$ cat src/rtl/decode_fwd_ctrl_pkg.sv
// Shared pipeline definitions for the decode-stage forwarding controller.
// Contents:
//   PIPE_XLEN      default datapath width
//   REG_W          architectural register index width
//   shadow_entry_t bookkeeping record for one in-flight instruction
//   SH_EMPTY       an invalid (bubble) shadow entry
//   rd_match()     true when an entry produces the given nonzero source register
package decode_fwd_ctrl_pkg;

  localparam int PIPE_XLEN = 32;
  localparam int REG_W     = 5;

  typedef struct packed {
    logic             valid;
    logic [REG_W-1:0] rd;
    logic             reg_write;
    logic             is_load;
  } shadow_entry_t;

  localparam shadow_entry_t SH_EMPTY = '{valid: 1'b0, rd: {REG_W{1'b0}},
                                         reg_write: 1'b0, is_load: 1'b0};

  // x0 is hard-wired to zero, so it never counts as a produced value.
  function automatic logic rd_match(input shadow_entry_t e, input logic [REG_W-1:0] rs);
    return e.valid & e.reg_write & (e.rd == rs) & (rs != {REG_W{1'b0}});
  endfunction

endpackage

$ cat src/rtl/decode_fwd_ctrl_if.sv
// Decode-stage bus between the pipeline and the forwarding controller.
// master: pipeline side, drives D-stage fields, flush and E/M/W data,
//         receives the selects, forwarded data and hazard controls.
// slave : controller side, the mirror image.
interface decode_fwd_ctrl_if
  import decode_fwd_ctrl_pkg::*;
#(
  parameter int XLEN  = PIPE_XLEN,
  parameter int CNT_W = 32
);

  logic             D_valid;
  logic [REG_W-1:0] D_rs1_addr;
  logic [REG_W-1:0] D_rs2_addr;
  logic             D_rs1_used;
  logic             D_rs2_used;
  logic [REG_W-1:0] D_rd;
  logic             D_reg_write;
  logic             D_is_load;
  logic             flush;
  logic [XLEN-1:0]  E_alu_out;
  logic [XLEN-1:0]  M_data;
  logic [XLEN-1:0]  W_data;

  logic             D_rs1_sel;
  logic             D_rs2_sel;
  logic [XLEN-1:0]  f_rs1_data_out;
  logic [XLEN-1:0]  f_rs2_data_out;
  logic             stall;
  logic             E_bubble;
  logic [CNT_W-1:0] stall_cnt;

  modport master (
    output D_valid, D_rs1_addr, D_rs2_addr, D_rs1_used, D_rs2_used,
           D_rd, D_reg_write, D_is_load, flush, E_alu_out, M_data, W_data,
    input  D_rs1_sel, D_rs2_sel, f_rs1_data_out, f_rs2_data_out,
           stall, E_bubble, stall_cnt
  );

  modport slave (
    input  D_valid, D_rs1_addr, D_rs2_addr, D_rs1_used, D_rs2_used,
           D_rd, D_reg_write, D_is_load, flush, E_alu_out, M_data, W_data,
    output D_rs1_sel, D_rs2_sel, f_rs1_data_out, f_rs2_data_out,
           stall, E_bubble, stall_cnt
  );

endinterface

$ cat src/rtl/decode_fwd_ctrl_fwd_lookup.sv
// Per-operand forwarding lookup against the E/M/W shadow entries.
// Inputs : rs (source index), used, sh_e/sh_m/sh_w, e_data/m_data/w_data
// Outputs: sel (forward this operand), data (forwarded value),
//          load_use (youngest producer is a load still in E)
module fwd_lookup
  import decode_fwd_ctrl_pkg::*;
#(
  parameter int XLEN = PIPE_XLEN
) (
  input  logic [REG_W-1:0] rs,
  input  logic             used,
  input  shadow_entry_t    sh_e,
  input  shadow_entry_t    sh_m,
  input  shadow_entry_t    sh_w,
  input  logic [XLEN-1:0]  e_data,
  input  logic [XLEN-1:0]  m_data,
  input  logic [XLEN-1:0]  w_data,
  output logic             sel,
  output logic [XLEN-1:0]  data,
  output logic             load_use
);

  logic hit_e_s;
  logic hit_m_s;
  logic hit_w_s;
  logic unused_load_bits_s;

  assign hit_e_s = used & rd_match(sh_e, rs);
  assign hit_m_s = used & rd_match(sh_m, rs);
  assign hit_w_s = used & rd_match(sh_w, rs);

  // Only the E entry can still be waiting on memory; M and W results are ready.
  assign unused_load_bits_s = sh_m.is_load ^ sh_w.is_load;

  // Youngest producer wins; a load in E defers to the older M/W lookup
  // so the select is already meaningful while the stall is asserted.
  always_comb begin
    sel      = 1'b0;
    data     = {XLEN{1'b0}};
    load_use = 1'b0;
    if (hit_e_s && !sh_e.is_load) begin
      sel  = 1'b1;
      data = e_data;
    end else begin
      load_use = hit_e_s;
      if (hit_m_s) begin
        sel  = 1'b1;
        data = m_data;
      end else if (hit_w_s) begin
        sel  = 1'b1;
        data = w_data;
      end else begin
        sel  = 1'b0;
        data = {XLEN{1'b0}};
      end
    end
  end

endmodule

$ cat src/rtl/decode_fwd_ctrl.sv
// Decode-stage forwarding and hazard controller.
// Ports: clk, rst_n (async, active-low), bus (decode_fwd_ctrl_if.slave)
//   bus inputs : D-stage fields, flush, E_alu_out, M_data, W_data
//   bus outputs: D_rs*_sel, f_rs*_data_out, stall, E_bubble, stall_cnt
// Keeps a shadow copy of the destination registers in E, M and W, forwards
// the youngest matching result and stalls one cycle on load-use.
module decode_fwd_ctrl
  import decode_fwd_ctrl_pkg::*;
#(
  parameter int XLEN  = PIPE_XLEN,
  parameter int CNT_W = 32
) (
  input  logic clk,
  input  logic rst_n,
  decode_fwd_ctrl_if.slave bus
);

  shadow_entry_t    sh_e_q, sh_e_d;
  shadow_entry_t    sh_m_q, sh_m_d;
  shadow_entry_t    sh_w_q, sh_w_d;
  logic [CNT_W-1:0] stall_cnt_q, stall_cnt_d;

  logic             rs1_sel_s, rs2_sel_s;
  logic [XLEN-1:0]  rs1_data_s, rs2_data_s;
  logic             rs1_lu_s, rs2_lu_s;
  logic             stall_s, e_bubble_s;

  fwd_lookup #(.XLEN(XLEN)) u_rs1 (
    .rs(bus.D_rs1_addr), .used(bus.D_rs1_used),
    .sh_e(sh_e_q), .sh_m(sh_m_q), .sh_w(sh_w_q),
    .e_data(bus.E_alu_out), .m_data(bus.M_data), .w_data(bus.W_data),
    .sel(rs1_sel_s), .data(rs1_data_s), .load_use(rs1_lu_s)
  );

  fwd_lookup #(.XLEN(XLEN)) u_rs2 (
    .rs(bus.D_rs2_addr), .used(bus.D_rs2_used),
    .sh_e(sh_e_q), .sh_m(sh_m_q), .sh_w(sh_w_q),
    .e_data(bus.E_alu_out), .m_data(bus.M_data), .w_data(bus.W_data),
    .sel(rs2_sel_s), .data(rs2_data_s), .load_use(rs2_lu_s)
  );

  // Hazard controls: a flush kills the dependent instruction, so it overrides the stall.
  always_comb begin
    stall_s    = bus.D_valid & ~bus.flush & (rs1_lu_s | rs2_lu_s);
    e_bubble_s = stall_s | bus.flush;
  end

  // Shadow advance: a stalled or flushed D instruction enters E as a bubble.
  always_comb begin
    sh_w_d = sh_m_q;
    sh_m_d = sh_e_q;
    if (bus.D_valid && !stall_s && !bus.flush) begin
      sh_e_d = '{valid: 1'b1, rd: bus.D_rd,
                 reg_write: bus.D_reg_write, is_load: bus.D_is_load};
    end else begin
      sh_e_d = SH_EMPTY;
    end
  end

  // Stall-cycle counter, holding at all-ones instead of wrapping.
  always_comb begin
    if (stall_s && (stall_cnt_q != {CNT_W{1'b1}})) begin
      stall_cnt_d = stall_cnt_q + {{(CNT_W-1){1'b0}}, 1'b1};
    end else begin
      stall_cnt_d = stall_cnt_q;
    end
  end

  // State registers; reset empties the shadow so all forwarding drops at once.
  always_ff @(posedge clk or negedge rst_n) begin
    if (!rst_n) begin
      sh_e_q      <= SH_EMPTY;
      sh_m_q      <= SH_EMPTY;
      sh_w_q      <= SH_EMPTY;
      stall_cnt_q <= {CNT_W{1'b0}};
    end else begin
      sh_e_q      <= sh_e_d;
      sh_m_q      <= sh_m_d;
      sh_w_q      <= sh_w_d;
      stall_cnt_q <= stall_cnt_d;
    end
  end

  assign bus.D_rs1_sel      = rs1_sel_s;
  assign bus.D_rs2_sel      = rs2_sel_s;
  assign bus.f_rs1_data_out = rs1_data_s;
  assign bus.f_rs2_data_out = rs2_data_s;
  assign bus.stall          = stall_s;
  assign bus.E_bubble       = e_bubble_s;
  assign bus.stall_cnt      = stall_cnt_q;

endmodule

$ cat src/flat_wrapper.sv
// flat-port wrapper written by rule: the top's interface ports become plain ports
module decode_fwd_ctrl_flat import decode_fwd_ctrl_pkg::*;
#(
  parameter int XLEN  = PIPE_XLEN,
  parameter int CNT_W = 32
)
  (clk, rst_n, bus_D_valid, bus_D_rs1_addr, bus_D_rs2_addr, bus_D_rs1_used, bus_D_rs2_used, bus_D_rd, bus_D_reg_write, bus_D_is_load, bus_flush, bus_E_alu_out, bus_M_data, bus_W_data, bus_D_rs1_sel, bus_D_rs2_sel, bus_f_rs1_data_out, bus_f_rs2_data_out, bus_stall, bus_E_bubble, bus_stall_cnt);
  decode_fwd_ctrl_if #(.XLEN(XLEN), .CNT_W(CNT_W)) bus_i ();
  input  logic clk;
  input  logic rst_n;
  input wire logic [$bits(bus_i.D_valid)-1:0] bus_D_valid;
  input wire logic [$bits(bus_i.D_rs1_addr)-1:0] bus_D_rs1_addr;
  input wire logic [$bits(bus_i.D_rs2_addr)-1:0] bus_D_rs2_addr;
  input wire logic [$bits(bus_i.D_rs1_used)-1:0] bus_D_rs1_used;
  input wire logic [$bits(bus_i.D_rs2_used)-1:0] bus_D_rs2_used;
  input wire logic [$bits(bus_i.D_rd)-1:0] bus_D_rd;
  input wire logic [$bits(bus_i.D_reg_write)-1:0] bus_D_reg_write;
  input wire logic [$bits(bus_i.D_is_load)-1:0] bus_D_is_load;
  input wire logic [$bits(bus_i.flush)-1:0] bus_flush;
  input wire logic [$bits(bus_i.E_alu_out)-1:0] bus_E_alu_out;
  input wire logic [$bits(bus_i.M_data)-1:0] bus_M_data;
  input wire logic [$bits(bus_i.W_data)-1:0] bus_W_data;
  output wire logic [$bits(bus_i.D_rs1_sel)-1:0] bus_D_rs1_sel;
  output wire logic [$bits(bus_i.D_rs2_sel)-1:0] bus_D_rs2_sel;
  output wire logic [$bits(bus_i.f_rs1_data_out)-1:0] bus_f_rs1_data_out;
  output wire logic [$bits(bus_i.f_rs2_data_out)-1:0] bus_f_rs2_data_out;
  output wire logic [$bits(bus_i.stall)-1:0] bus_stall;
  output wire logic [$bits(bus_i.E_bubble)-1:0] bus_E_bubble;
  output wire logic [$bits(bus_i.stall_cnt)-1:0] bus_stall_cnt;
  assign bus_i.D_valid = bus_D_valid;
  assign bus_i.D_rs1_addr = bus_D_rs1_addr;
  assign bus_i.D_rs2_addr = bus_D_rs2_addr;
  assign bus_i.D_rs1_used = bus_D_rs1_used;
  assign bus_i.D_rs2_used = bus_D_rs2_used;
  assign bus_i.D_rd = bus_D_rd;
  assign bus_i.D_reg_write = bus_D_reg_write;
  assign bus_i.D_is_load = bus_D_is_load;
  assign bus_i.flush = bus_flush;
  assign bus_i.E_alu_out = bus_E_alu_out;
  assign bus_i.M_data = bus_M_data;
  assign bus_i.W_data = bus_W_data;
  assign bus_D_rs1_sel = bus_i.D_rs1_sel;
  assign bus_D_rs2_sel = bus_i.D_rs2_sel;
  assign bus_f_rs1_data_out = bus_i.f_rs1_data_out;
  assign bus_f_rs2_data_out = bus_i.f_rs2_data_out;
  assign bus_stall = bus_i.stall;
  assign bus_E_bubble = bus_i.E_bubble;
  assign bus_stall_cnt = bus_i.stall_cnt;
  decode_fwd_ctrl #(.XLEN(XLEN), .CNT_W(CNT_W)) u_core (.clk(clk), .rst_n(rst_n), .bus(bus_i));
endmodule
$ cat config.mk
export PLATFORM = sky130hd
export DESIGN_NAME = decode_fwd_ctrl_flat
export DESIGN_NICKNAME = d
export VERILOG_FILES = /design/src/rtl/decode_fwd_ctrl_pkg.sv /design/src/rtl/decode_fwd_ctrl_if.sv /design/src/rtl/decode_fwd_ctrl_fwd_lookup.sv /design/src/rtl/decode_fwd_ctrl.sv /design/src/flat_wrapper.sv
export SDC_FILE = /design/constraint.sdc
export NUM_CORES = 1
export LEC_CHECK = 0
export BUFFER_PORTS_ARGS = -buffer_cell sky130_fd_sc_hd__buf_2
export CAP_MARGIN = 15
export CORE_AREA = 2 2 117 119
export CTS_BUF_LIST = sky130_fd_sc_hd__clkbuf_16
export DETAILED_ROUTE_END_ITERATION = 10
export DIE_AREA = 0 0 119 121
export PLACE_DENSITY_LB_ADDON = 0.1
export SLEW_MARGIN = 10
export SYNTH_ARGS = -nofsm -noshare
export SYNTH_HDL_FRONTEND = slang
export SYNTH_HIERARCHICAL = 1
export SYNTH_SLANG_ARGS = --single-unit
export TNS_END_PERCENT = 100
$ cat constraint.sdc
create_clock -name clk -period 2.91 [get_ports clk]
set_input_delay 0.291 -clock clk [delete_from_list [all_inputs] [get_ports clk]]
set_output_delay 0.291 -clock clk [all_outputs]
set_load 0.1 [all_outputs]
Yosys cells after proc, flatten, opt, wreduce, memory -nomap -nowiden
Cells that the tools add are included.
{ "word_totals": {"reg_bits": 54, "in_bits": 119, "output_inout_bits": 100, "elab_cells": 70} }
{ "op_classes": {"n_addsub": 1, "eq_ne": 7, "mux": 15, "bitwise_logic": 26, "n_reduce_logical": 10} }
{ "op_table": {"columns": ["op", "count"], "rows": [
  ["32-bit 2-to-1 mux", 6],
  ["32-bit by 1-bit adder with 32-bit output (second input constant)", 1],
  ["32-bit != test (second input constant)", 1],
  ["5-bit == test", 6],
  ["1-bit AND", 23],
  ["5-bit nonzero test", 2],
  ["1-bit 2-to-1 mux", 8],
  ["8-bit 2-to-1 mux", 1],
  ["1-bit logical AND", 5],
  ["1-bit logical NOT", 3],
  ["1-bit bitwise OR", 2],
  ["1-bit NOT", 1]
]} }

Longest topological paths before layout
Gate-level depths: netlist of the first run.
{ "depth": {"word_depth": 12, "mapped_depth": 11, "mapped_depth_nobuf": 9} }

Hierarchy
Netlist of the first run, hierarchy kept.
{ "modules_own_cells": {"columns": ["module", "instances", "cells_each", "area_each_um2", "seq_area_each_um2"], "rows": [
  ["fwd_lookup", 2, 235, 1562.7, 0.0],
  ["decode_fwd_ctrl", 1, 195, 2394.8, 1401.3]
]} }

Worst setup path after synthesis of the first run
OpenSTA, ideal clock, no wires.
{ "synth_timing": {"kind": "register to output", "from": "reg u_core/sh_m_q[5] (netlist name)", "to": "out bus_f_rs1_data_out[10]", "arrival_time_ps": 3057, "t_required_ps": 2619, "setup_slack_ps": -438, "stages_incl_launch_ff": 6, "n_path_buf": 1, "cell_sequence": "dfrtp_1 xor2_1 nor4_2 clkbuf_1 nand4_1 a31oi_1"} }
{ "synth_between": {"elab_chain_cells": 6} }
{ "synth_lines": {"columns": ["element", "line", "source"], "rows": [
  ["from (decl)", "decode_fwd_ctrl.sv:19", "shadow_entry_t sh_m_q, sh_m_d;"],
  ["from (signal assigned)", "decode_fwd_ctrl.sv:78", "sh_m_q <= sh_m_d;"],
  ["5-bit == test", "decode_fwd_ctrl_pkg.sv:25", "return e.valid & e.reg_write & (e.rd == rs) & (rs != {REG_W{1'b0}});"],
  ["1-bit AND (2 in a row)", "decode_fwd_ctrl_pkg.sv:25", null],
  ["1-bit AND", "decode_fwd_ctrl_fwd_lookup.sv:29", "assign hit_m_s = used & rd_match(sh_m, rs);"],
  ["32-bit 2-to-1 mux", "decode_fwd_ctrl_fwd_lookup.sv:46", "if (hit_m_s) begin"],
  ["32-bit 2-to-1 mux", "decode_fwd_ctrl_fwd_lookup.sv:41", "if (hit_e_s && !sh_e.is_load) begin"],
  ["to (decl)", "flat_wrapper.sv:25", "output wire logic [$bits(bus_i.f_rs1_data_out)-1:0] bus_f_rs1_data_out;"]
]} }
Every way passes these cells.

Worst setup path after layout of the first run
{ "layout_timing": {"from": "reg u_core/sh_m_q[3] (netlist name)", "to": "out bus_f_rs1_data_out[5]"} }
The elaborated chain is that of the path after synthesis.

==> flow_summary.ini, run 1 <==
[placed_design]
place_ws_ns = 0.182
port_buffers = 218
dp_hpwl_mm = 16.0
gp_congestion = 0.872
placed_cells = 994

[setup_path]
end_kind = primary output
crit_fanout = 33
critical_path_class = flop to primary output
worstReg2RegStart = u_core/sh_e_q[6]$_DFF_PN0_
critPathArrivalTime_ns = 2.50
required_ns = 2.62
crit_path_start_kind = flop
startpoint = u_core/sh_m_q[3]$_DFF_PN0_

[finish]
multi_input_area_sq_um = 4160
final_common_cell = buf_2
layout_common_cells = buf_2, nor3_1, nand4_1
area_delta_synth_final_pct = 46.7
antenna_cells = 0
regArea_sq_um = 1350
layout-drive-gt1-share_pct = 42.4
fillers = 1120
nets = 945
stdcell_count = 1002

[routing]
drt_iter0_drc = 851
drtPass1Iterations = 5
antenna_left = 0
drc = 0
viasPerCell = 6.67
wl_per_cell_um = 22.2
wirelength_mm = 22.2
vias = 6684

[floorplan]
die_y_um = 121
die_w_um = 119
placementRows = 42
die-area_sq_um = 14400
ios = 219
start_util_pct = 41.8
core_area_sq_um = 13100

[clocking]
tritoncts = yes
cts_setup_buffers = 0
cts_max_path_buffers = 2
path_clk_slew_ns = 0.08
numCtsBuffers = 5
htreeDepth = 2
clock-sinks = 54
insertion_delay_ns = 0.29
clockRootBuffer = clkbuf_16
cts_hold_buf = 0

[power]
power.density_cell_area_nw_per_um2 = 232
power.total_w = 0.00186
ir_worst_vdd_uv = 330
power_leakage_nw = 3.10

[sta]
finalHoldViolations = 0
finalSetupViolCount = 0
drv_slew = 0
min_period_over_period_pct = 95.8
clock.fmax_ghz = 0.359
worstMarginPinSlew_ns = 0.769
slew_headroom_pct = 48.8
fin_ws_ns = 0.121
clock_skew_ns = 0.0124
holdWs_ns = 0.0189
fin_crit_ns = 2.79

[grt]
grt_max_degree = 66
grt_pass1_wl_mm = 35.0
grt-ovfl-total = 0
first_global_vias = 6450
antenna_found_initial = 0
grt.total_usage_pct = 29.6

[synthesis]
mappedNetlistArea_sq_um = 5470
ys_warn_count = 6
postSynthAreaPerCell_sq_um = 8.25
syn_nets = 783
syn_inst = 663

[flow_run]
drv_cap = 0

[worst_hold_path]
hold_path.class = primary input to asynchronous set/reset pin

[status]
status = finished, final reports clean
repair_timing:
action | CTS | global route
gates resized for setup | 0 | 3
hold endpoints to repair | 0 | 0
endpoints found under the setup margin | 0 | 23
worst max-delay path: stages (launching register included):
cell	delay, ns
dfrtp_1	0.42
xor2_1	0.34
or4_1	0.17
buf_4	0.35
o2111ai_1	0.24
a31oi_2	0.24
buf_2	0.45
state kept, by name (all words and copies together), names as in the netlist:
name and cells:
u_core/bus.stall_cnt 32, u_core/sh_e_q 8, u_core/sh_w_q 7, u_core/sh_m_q 7
report_power, final:
part	switching, W	leakage (nW)	internal, W	total, W
registers	0.0000140	0.736	0.000762	0.000776
logic	0.000265	2.28	0.000134	0.000399
clock network	0.000277	0.0818	0.000407	0.000683
per-layer routing:
metal  GRT usage [%]  vias up  routed length (um)
met5               0        -                   0
met3            5.12       65                2050
met2            48.4      435               10500
met1            39.7     3212                8990
li1                -     2972                   -
met4            9.82        0                 657
stage by stage:
step	TNS, ns	cell area (sq um)	util, %
after floorplan	0	5890	-
after global placement	0	7830	59.8
after detailed placement	0	7830	59.8
after CTS	0	8000	61.1
after global routing	-0.00138	8020	61.3
final	0	8020	61.3
final cells by class:
| class | instances | share of cell area [%] |
|---|---|---|
| clock buffers | 5 | 1.56 |
| clock inverters | 3 | 0.530 |
| inverters | 5 | 0.234 |
| multi-input cells | 518 | 51.9 |
| flip-flops and latches | 54 | 16.8 |
| well taps | 176 | 2.74 |
| repair buffers | 241 | 26.2 |
final timing paths:
path / cells after the start / endpoint / slack (ns)
hold reg to reg: 0 / u_core/sh_w_q[1]$_DFF_PN0_ / 0.41
hold / removal: 1 / u_core/bus.stall_cnt[4]$_DFFE_PN0P_ / 0.02
min in group clk: 2 / u_core/sh_e_q[6]$_DFF_PN0_ / 0.22
setup / recovery: 6 / bus_f_rs1_data_out[5] / 0.12
setup reg to reg: 6 / u_core/bus.stall_cnt[1]$_DFFE_PN0P_ / 0.35
max in group asynchronous: 2 / u_core/sh_e_q[7]$_DFF_PN0_ / 2.08
Power figures use the tool's default switching activity.
==> inputs of run 2 (changes only) <==
--- a/config.mk
+++ b/config.mk
@@ -11,6 +11,7 @@
 export CTS_BUF_LIST = sky130_fd_sc_hd__clkbuf_16
 export DETAILED_ROUTE_END_ITERATION = 10
 export DIE_AREA = 0 0 119 121
+export GPL_ROUTABILITY_DRIVEN = 0
 export PLACE_DENSITY_LB_ADDON = 0.1
 export SLEW_MARGIN = 10
 export SYNTH_ARGS = -nofsm -noshare
==> constraint.sdc (replaced) <==
create_clock -name clk -period 2.9 [get_ports clk]
set_input_delay 0.29 -clock clk [delete_from_list [all_inputs] [get_ports clk]]
set_output_delay 0.29 -clock clk [all_outputs]
set_load 0.02 [all_outputs]
==> run 2 against run 1 <==
Against the previous run:
- sequential cell count unchanged
- combinational power shrank 5.3%
- core utilization decreased by 9.4 points
- wire length decreased by 1.3%
- design area fell by 15%
- global-route usage decreased by 0.73 points
- critical endpoint is now bus_f_rs2_data_out[11]
- largest cell class unchanged
- highest routed layer unchanged
==> flow_summary.ini, run 2 (synthesized netlist as in run 1, its figures left out) <==
[status]
status = finished, final reports clean

[floorplan]
start_util_pct = 41.8
die_w_um = 119
core_area_sq_um = 13100
die_y_um = 121
ios = 219
die-area_sq_um = 14400
placementRows = 42

[clocking]
cts_max_path_buffers = 2
numCtsBuffers = 5
tritoncts = yes
clock-sinks = 54
cts_resized = 0
clockRootBuffer = clkbuf_16
insertion_delay_ns = 0.29
htreeDepth = 2
cts_setup_buffers = 0
cts_hold_buf = 0
path_clk_slew_ns = 0.08

[setup_path]
required_ns = 2.61
critical_path_class = flop to primary output
critPathArrivalTime_ns = 2.42
slowest_stage = or2_2
crit_path_max_incr_delay_ns = 0.68
crit_path_start_kind = flop
end_kind = primary output
path_cells = xor2_1 -> or2_2 -> o2111ai_1 -> a31oi_1 -> buf_2
crit_fanout = 33

[finish]
largest_reg_flops = 32
utilization_pct = 51.9
fillers = 1267
multi_input_area_sq_um = 3720
layout-drive-gt1-share_pct = 34.6
regArea_sq_um = 1350
final_common_cell = buf_2
nets = 948
area_delta_synth_final_pct = 24.1
layout_common_cells = buf_2, nor3_1, nand4_1, a31oi_1

[sta]
clock_skew_ns = 0.0105
slew_headroom_pct = 49.7
holdWs_ns = 0.0151
worstMarginPinSlew_ns = 0.755
fin_crit_ns = 2.71
finalSetupViolCount = 0
clock.fmax_ghz = 0.369
setup_tns_ns = 0
drv_slew = 0
rsz0062_at_grt = false
fin_ws_ns = 0.192
finalHoldViolations = 0
min_period_over_period_pct = 93.4

[power]
p_switching_w = 0.000547
internal_power_w = 0.00130
comb_power_share_pct = 20.5
ir_worst_vdd_uv = 255
power_leakage_nw = 2.89
clock_power_share_pct = 37.3
power.density_cell_area_nw_per_um2 = 271
switching_share_pct = 29.7
sequentialPowerShare_pct = 42.2

[grt]
antenna_found_initial = 0
grt_max_degree = 66
grt_pass1_wl_mm = 34.1
first_global_vias = 6500
grt.total_usage_pct = 28.9
grt-ovfl-total = 0

[flow_run]
drv_cap = 0

[placed_design]
place_ws_ns = 0.404
port_buffers = 218
dp_hpwl_mm = 15.5

[routing]
wirelength_mm = 21.9
drc = 0
wl_per_cell_um = 21.8
vias = 6803
drtPass1Iterations = 6
drt_iter0_drc = 930
antenna_left = 0
viasPerCell = 6.76

[worst_hold_path]
hold_path.class = primary input to asynchronous set/reset pin
## run 2: cell count changes in the layout (fill, tap and decap cells not counted), moves of 2 or more
cell / before / now
a31oi_1: 5 / 69
or2_1: 0 / 2
a31oi_2: 64 / 0
xor2_4: 2 / 0
buf_12: 57 / 2
buf_4: 17 / 24
o311ai_2: 0 / 2
o311ai_4: 2 / 0
buf_2: 167 / 218
xor2_2: 0 / 2
## run 2: cell type report
class,instances,share of cell area (%)
Antenna cell,1,0.0369
Multi-Input combinational cell,518,54.7
Timing Repair Buffer,244,19.3
Inverter,5,0.276
Clock buffer,5,1.84
Sequential cell,54,19.9
Clock inverter,3,0.627
Tap cell,176,3.24
## run 2: layer usage
metal | part of all wire [%] | vias up | global-route usage [%]
met1 | 40 | 3258 | 38.2
met5 | 0 | - | 0
met3 | 9.5 | 61 | 4.18
li1 | - | 2967 | -
met2 | 48 | 517 | 48.7
met4 | 2.3 | 0 | 9.15
## run 2: worst paths after layout
kind                                             from                                    to  slack, ns  cells after the start
min in group clk                          bus_D_rd[0]            u_core/sh_e_q[2]$_DFF_PN0_       0.23                      2
max reg2reg                u_core/sh_e_q[2]$_DFF_PN0_  u_core/bus.stall_cnt[19]$_DFFE_PN0P_       0.50                      8
max in group asynchronous                       rst_n            u_core/sh_e_q[6]$_DFF_PN0_       2.09                      2
min reg2reg                u_core/sh_m_q[1]$_DFF_PN0_            u_core/sh_w_q[1]$_DFF_PN0_       0.41                      0
min                                             rst_n  u_core/bus.stall_cnt[28]$_DFFE_PN0P_       0.02                      1
max                        u_core/sh_m_q[2]$_DFF_PN0_                bus_f_rs2_data_out[11]       0.19                      5
## run 2: worst max-delay path, delay by kind of cell (launching register included)
family,cells,cell delay (ns)
and+or+nand+nor,1,0.68
xor gates and xnor gates,1,0.30
AOI/OAI and AO/OA,2,0.50
buffers and inverters,1,0.22
DFF,1,0.42
## run 2: power by group through the flow
stage	clock network [W]	registers [W]	logic, W
finish	0.000687	0.000778	0.000378
global route	0.000721	0.000779	0.000396
CTS	0.000699	0.000778	0.000366
detailed placement	0	0.000792	0.000364
global placement	0	0.000792	0.000359
floorplan	0	0.000789	0.000180
## run 2: through the flow
step	instance area (sq um)	power, W	std cells
final	6790	0.00184	1006
after global routing	6790	0.00190	1005
after CTS	6790	0.00184	1005
after detailed placement	6620	0.00116	997
after global placement	6620	0.00115	997
after floorplan	5470	0.000969	663
==> inputs of run 3 (changes only) <==
--- a/config.mk
+++ b/config.mk
@@ -5,6 +5,7 @@
 export SDC_FILE = /design/constraint.sdc
 export NUM_CORES = 1
 export LEC_CHECK = 0
+export ABC_AREA = 1
 export BUFFER_PORTS_ARGS = -buffer_cell sky130_fd_sc_hd__buf_2
 export CAP_MARGIN = 15
 export CORE_AREA = 2 2 117 119
@@ -12,6 +13,7 @@
 export DETAILED_ROUTE_END_ITERATION = 10
 export DIE_AREA = 0 0 119 121
 export GPL_ROUTABILITY_DRIVEN = 0
+export MAX_ROUTING_LAYER = met4
 export PLACE_DENSITY_LB_ADDON = 0.1
 export SLEW_MARGIN = 10
 export SYNTH_ARGS = -nofsm -noshare
==> run 3 against run 2 <==
Against the previous run:
- clock power shrank 13%
- power fell by 8.9%
- via count down 1.2%
- core utilization rose by 0.32 points
- die area unchanged
- global-route usage down 0.46 points
- first-iteration DRC count fell by 19%
- largest power group unchanged
==> flow_summary.ini, run 3 <==
[status]
status = finished, final reports clean

[setup_path]
slowest_stage = nand3_2
crit_path_max_incr_delay_ns = 0.62
worstReg2RegStart = u_core/sh_e_q[2]$_DFF_PN0_
path_cells = xor2_1 -> nor3_4 -> nand3_2 -> nand3_1 -> nand2_1 -> buf_2
critical_path_class = flop to primary output
worst_r2r_endpoint = u_core/bus.stall_cnt[31]$_DFFE_PN0P_
path_depth = 6
crit_fanout = 33
required_ns = 2.61
startpoint = u_core/sh_e_q[2]$_DFF_PN0_
reg2reg_depth = 12
crit_buf_inv = 1
reg2reg_slack_ns = 0.57
path_delay_family = simple AND/OR/NAND/NOR gates
end_kind = primary output
crit_path_start_kind = flop
critPathArrivalTime_ns = 2.39

[power]
clock_power_share_pct = 35.4
power_leakage_nw = 3.77
ir_worst_vdd_uv = 319
sequentialPowerShare_pct = 46.3
p_switching_w = 0.000473
power.total_w = 0.00168
switching_share_pct = 28.1
power.density_cell_area_nw_per_um2 = 246
internal_power_w = 0.00121
comb_power_share_pct = 18.3

[placed_design]
port_buffers = 218
dp_hpwl_mm = 14.2
place_area_sq_um = 6630

[grt]
grt_pass1_wl_mm = 32.1
grt-ovfl-total = 0
grt_max_degree = 52
antenna_found_initial = 3
grt_busiest_layer = met2
grt.total_usage_pct = 28.4
first_global_vias = 6292
grt_use_met1_pct = 34.2
grt.met3_usage_pct = 3.38
use_met2_pct = 49.3

[floorplan]
core_area_sq_um = 13100
ios = 219
die_y_um = 121
placementRows = 42
die-area_sq_um = 14400
start_util_pct = 42.3
die_w_um = 119

[routing]
drc = 0
drt_iter0_drc = 756
drtPass1Iterations = 5
viasPerCell = 5.35
antenna_left = 0
wl_per_cell_um = 16.1
wirelength_mm = 20.3
vias = 6723

[finish]
stdcell_area_sq_um = 6830
layout-drive-gt1-share_pct = 26.6
layout_common_cells = nand2_1, nand3_1, buf_2, nand3b_1, dfrtp_1
area_delta_synth_final_pct = 23.4
final_common_cell = nand2_1
utilization_pct = 52.2
nets = 1196
largest_reg_flops = 32

[sta]
holdWs_ns = 0.208
slew_headroom_pct = 45.5
worstMarginPinSlew_ns = 0.816
clock.fmax_ghz = 0.373
drv_slew = 0
fin_crit_ns = 2.68
finalSetupViolCount = 0
setup_tns_ns = 0
rsz0062_at_grt = false
min_period_over_period_pct = 92.5
finalHoldViolations = 0
clock_skew_ns = 0.00603

[clocking]
numCtsBuffers = 5
htreeDepth = 2
path_clk_slew_ns = 0.07
insertion_delay_ns = 0.29
cts_max_path_buffers = 2
clock-sinks = 54
clockRootBuffer = clkbuf_16
tritoncts = yes

[synthesis]
syn_nets = 1007
ys_warn_count = 6
mappedNetlistArea_sq_um = 5540
postSynthAreaPerCell_sq_um = 6.24
syn_inst = 887

[worst_hold_path]
min_to = u_core/sh_e_q[6]$_DFF_PN0_
holdPathStages = 3
hold_start = bus_D_rd[4]
hold_path.class = primary input to flop

[flow_run]
drv_cap = 0
[run 3: final cells by class]
cell class,instances,area [sq um]
Fill cell,1426,6260
Multi-Input combinational cell,719,3650
Sequential cell,54,1350
Timing Repair Buffer,235,1220
Inverter,61,229
Tap cell,176,220
Clock buffer,5,125
Clock inverter,3,20.0
Antenna cell,3,7.51
[run 3: through the flow]
step / setup WS (ns) / std cells
2_1_floorplan: 0.911 / 887
3_3_place_gp: 0.0239 / 1240
3_5_place_dp: 0.0265 / 1240
4_1_cts: 0.0805 / 1251
5_1_grt: 0.0549 / 1256
6_report: 0.218 / 1256
[run 3: layer usage]
| layer | wire [um] | part of all wire (%) | up-vias |
|---|---|---|---|
| li1 | - | - | 3290 |
| met5 | 0 | 0 | - |
| met1 | 8300 | 41 | 3082 |
| met2 | 9980 | 49 | 306 |
| met3 | 1350 | 6.7 | 45 |
| met4 | 617 | 3.0 | 0 |
[run 3: power groups by stage]
stage	logic, W	clock network, W	registers, W
after floorplan	0.000136	0	0.000788
after global placement	0.000291	0	0.000791
after CTS	0.000303	0.000619	0.000777
after detailed placement	0.000293	0	0.000792
final	0.000307	0.000595	0.000777
after global routing	0.000332	0.000653	0.000778
[run 3: how the worst max path moves through the flow]
stage,endpoint,slack [ns]
after global placement,bus_f_rs2_data_out[24],0.02
final,bus_f_rs2_data_out[27],0.22
after global routing,bus_f_rs2_data_out[15],0.05
after floorplan,u_core/bus.stall_cnt[21]$_DFFE_PN0P_,0.91
after detailed placement,bus_f_rs2_data_out[24],0.03
after CTS,bus_f_rs1_data_out[17],0.08
[run 3: tightest hold or removal path: stages]
cell and delay (ns):
buf_2 0.10, inv_1 0.04, nor2_1 0.04
[run 3: timing repair]
| item | 4_1_cts | 5_1_grt |
|---|---|---|
| endpoints found under the hold margin | 17 | 0 |
| buffers inserted | 0 | 2 |
| cloned | 2 | 0 |
| hold buffers | 1 | 0 |
| pin swaps | 2 | 2 |
| gates resized for setup | 2 | 0 |
| endpoints found under the setup margin | 66 | 64 |
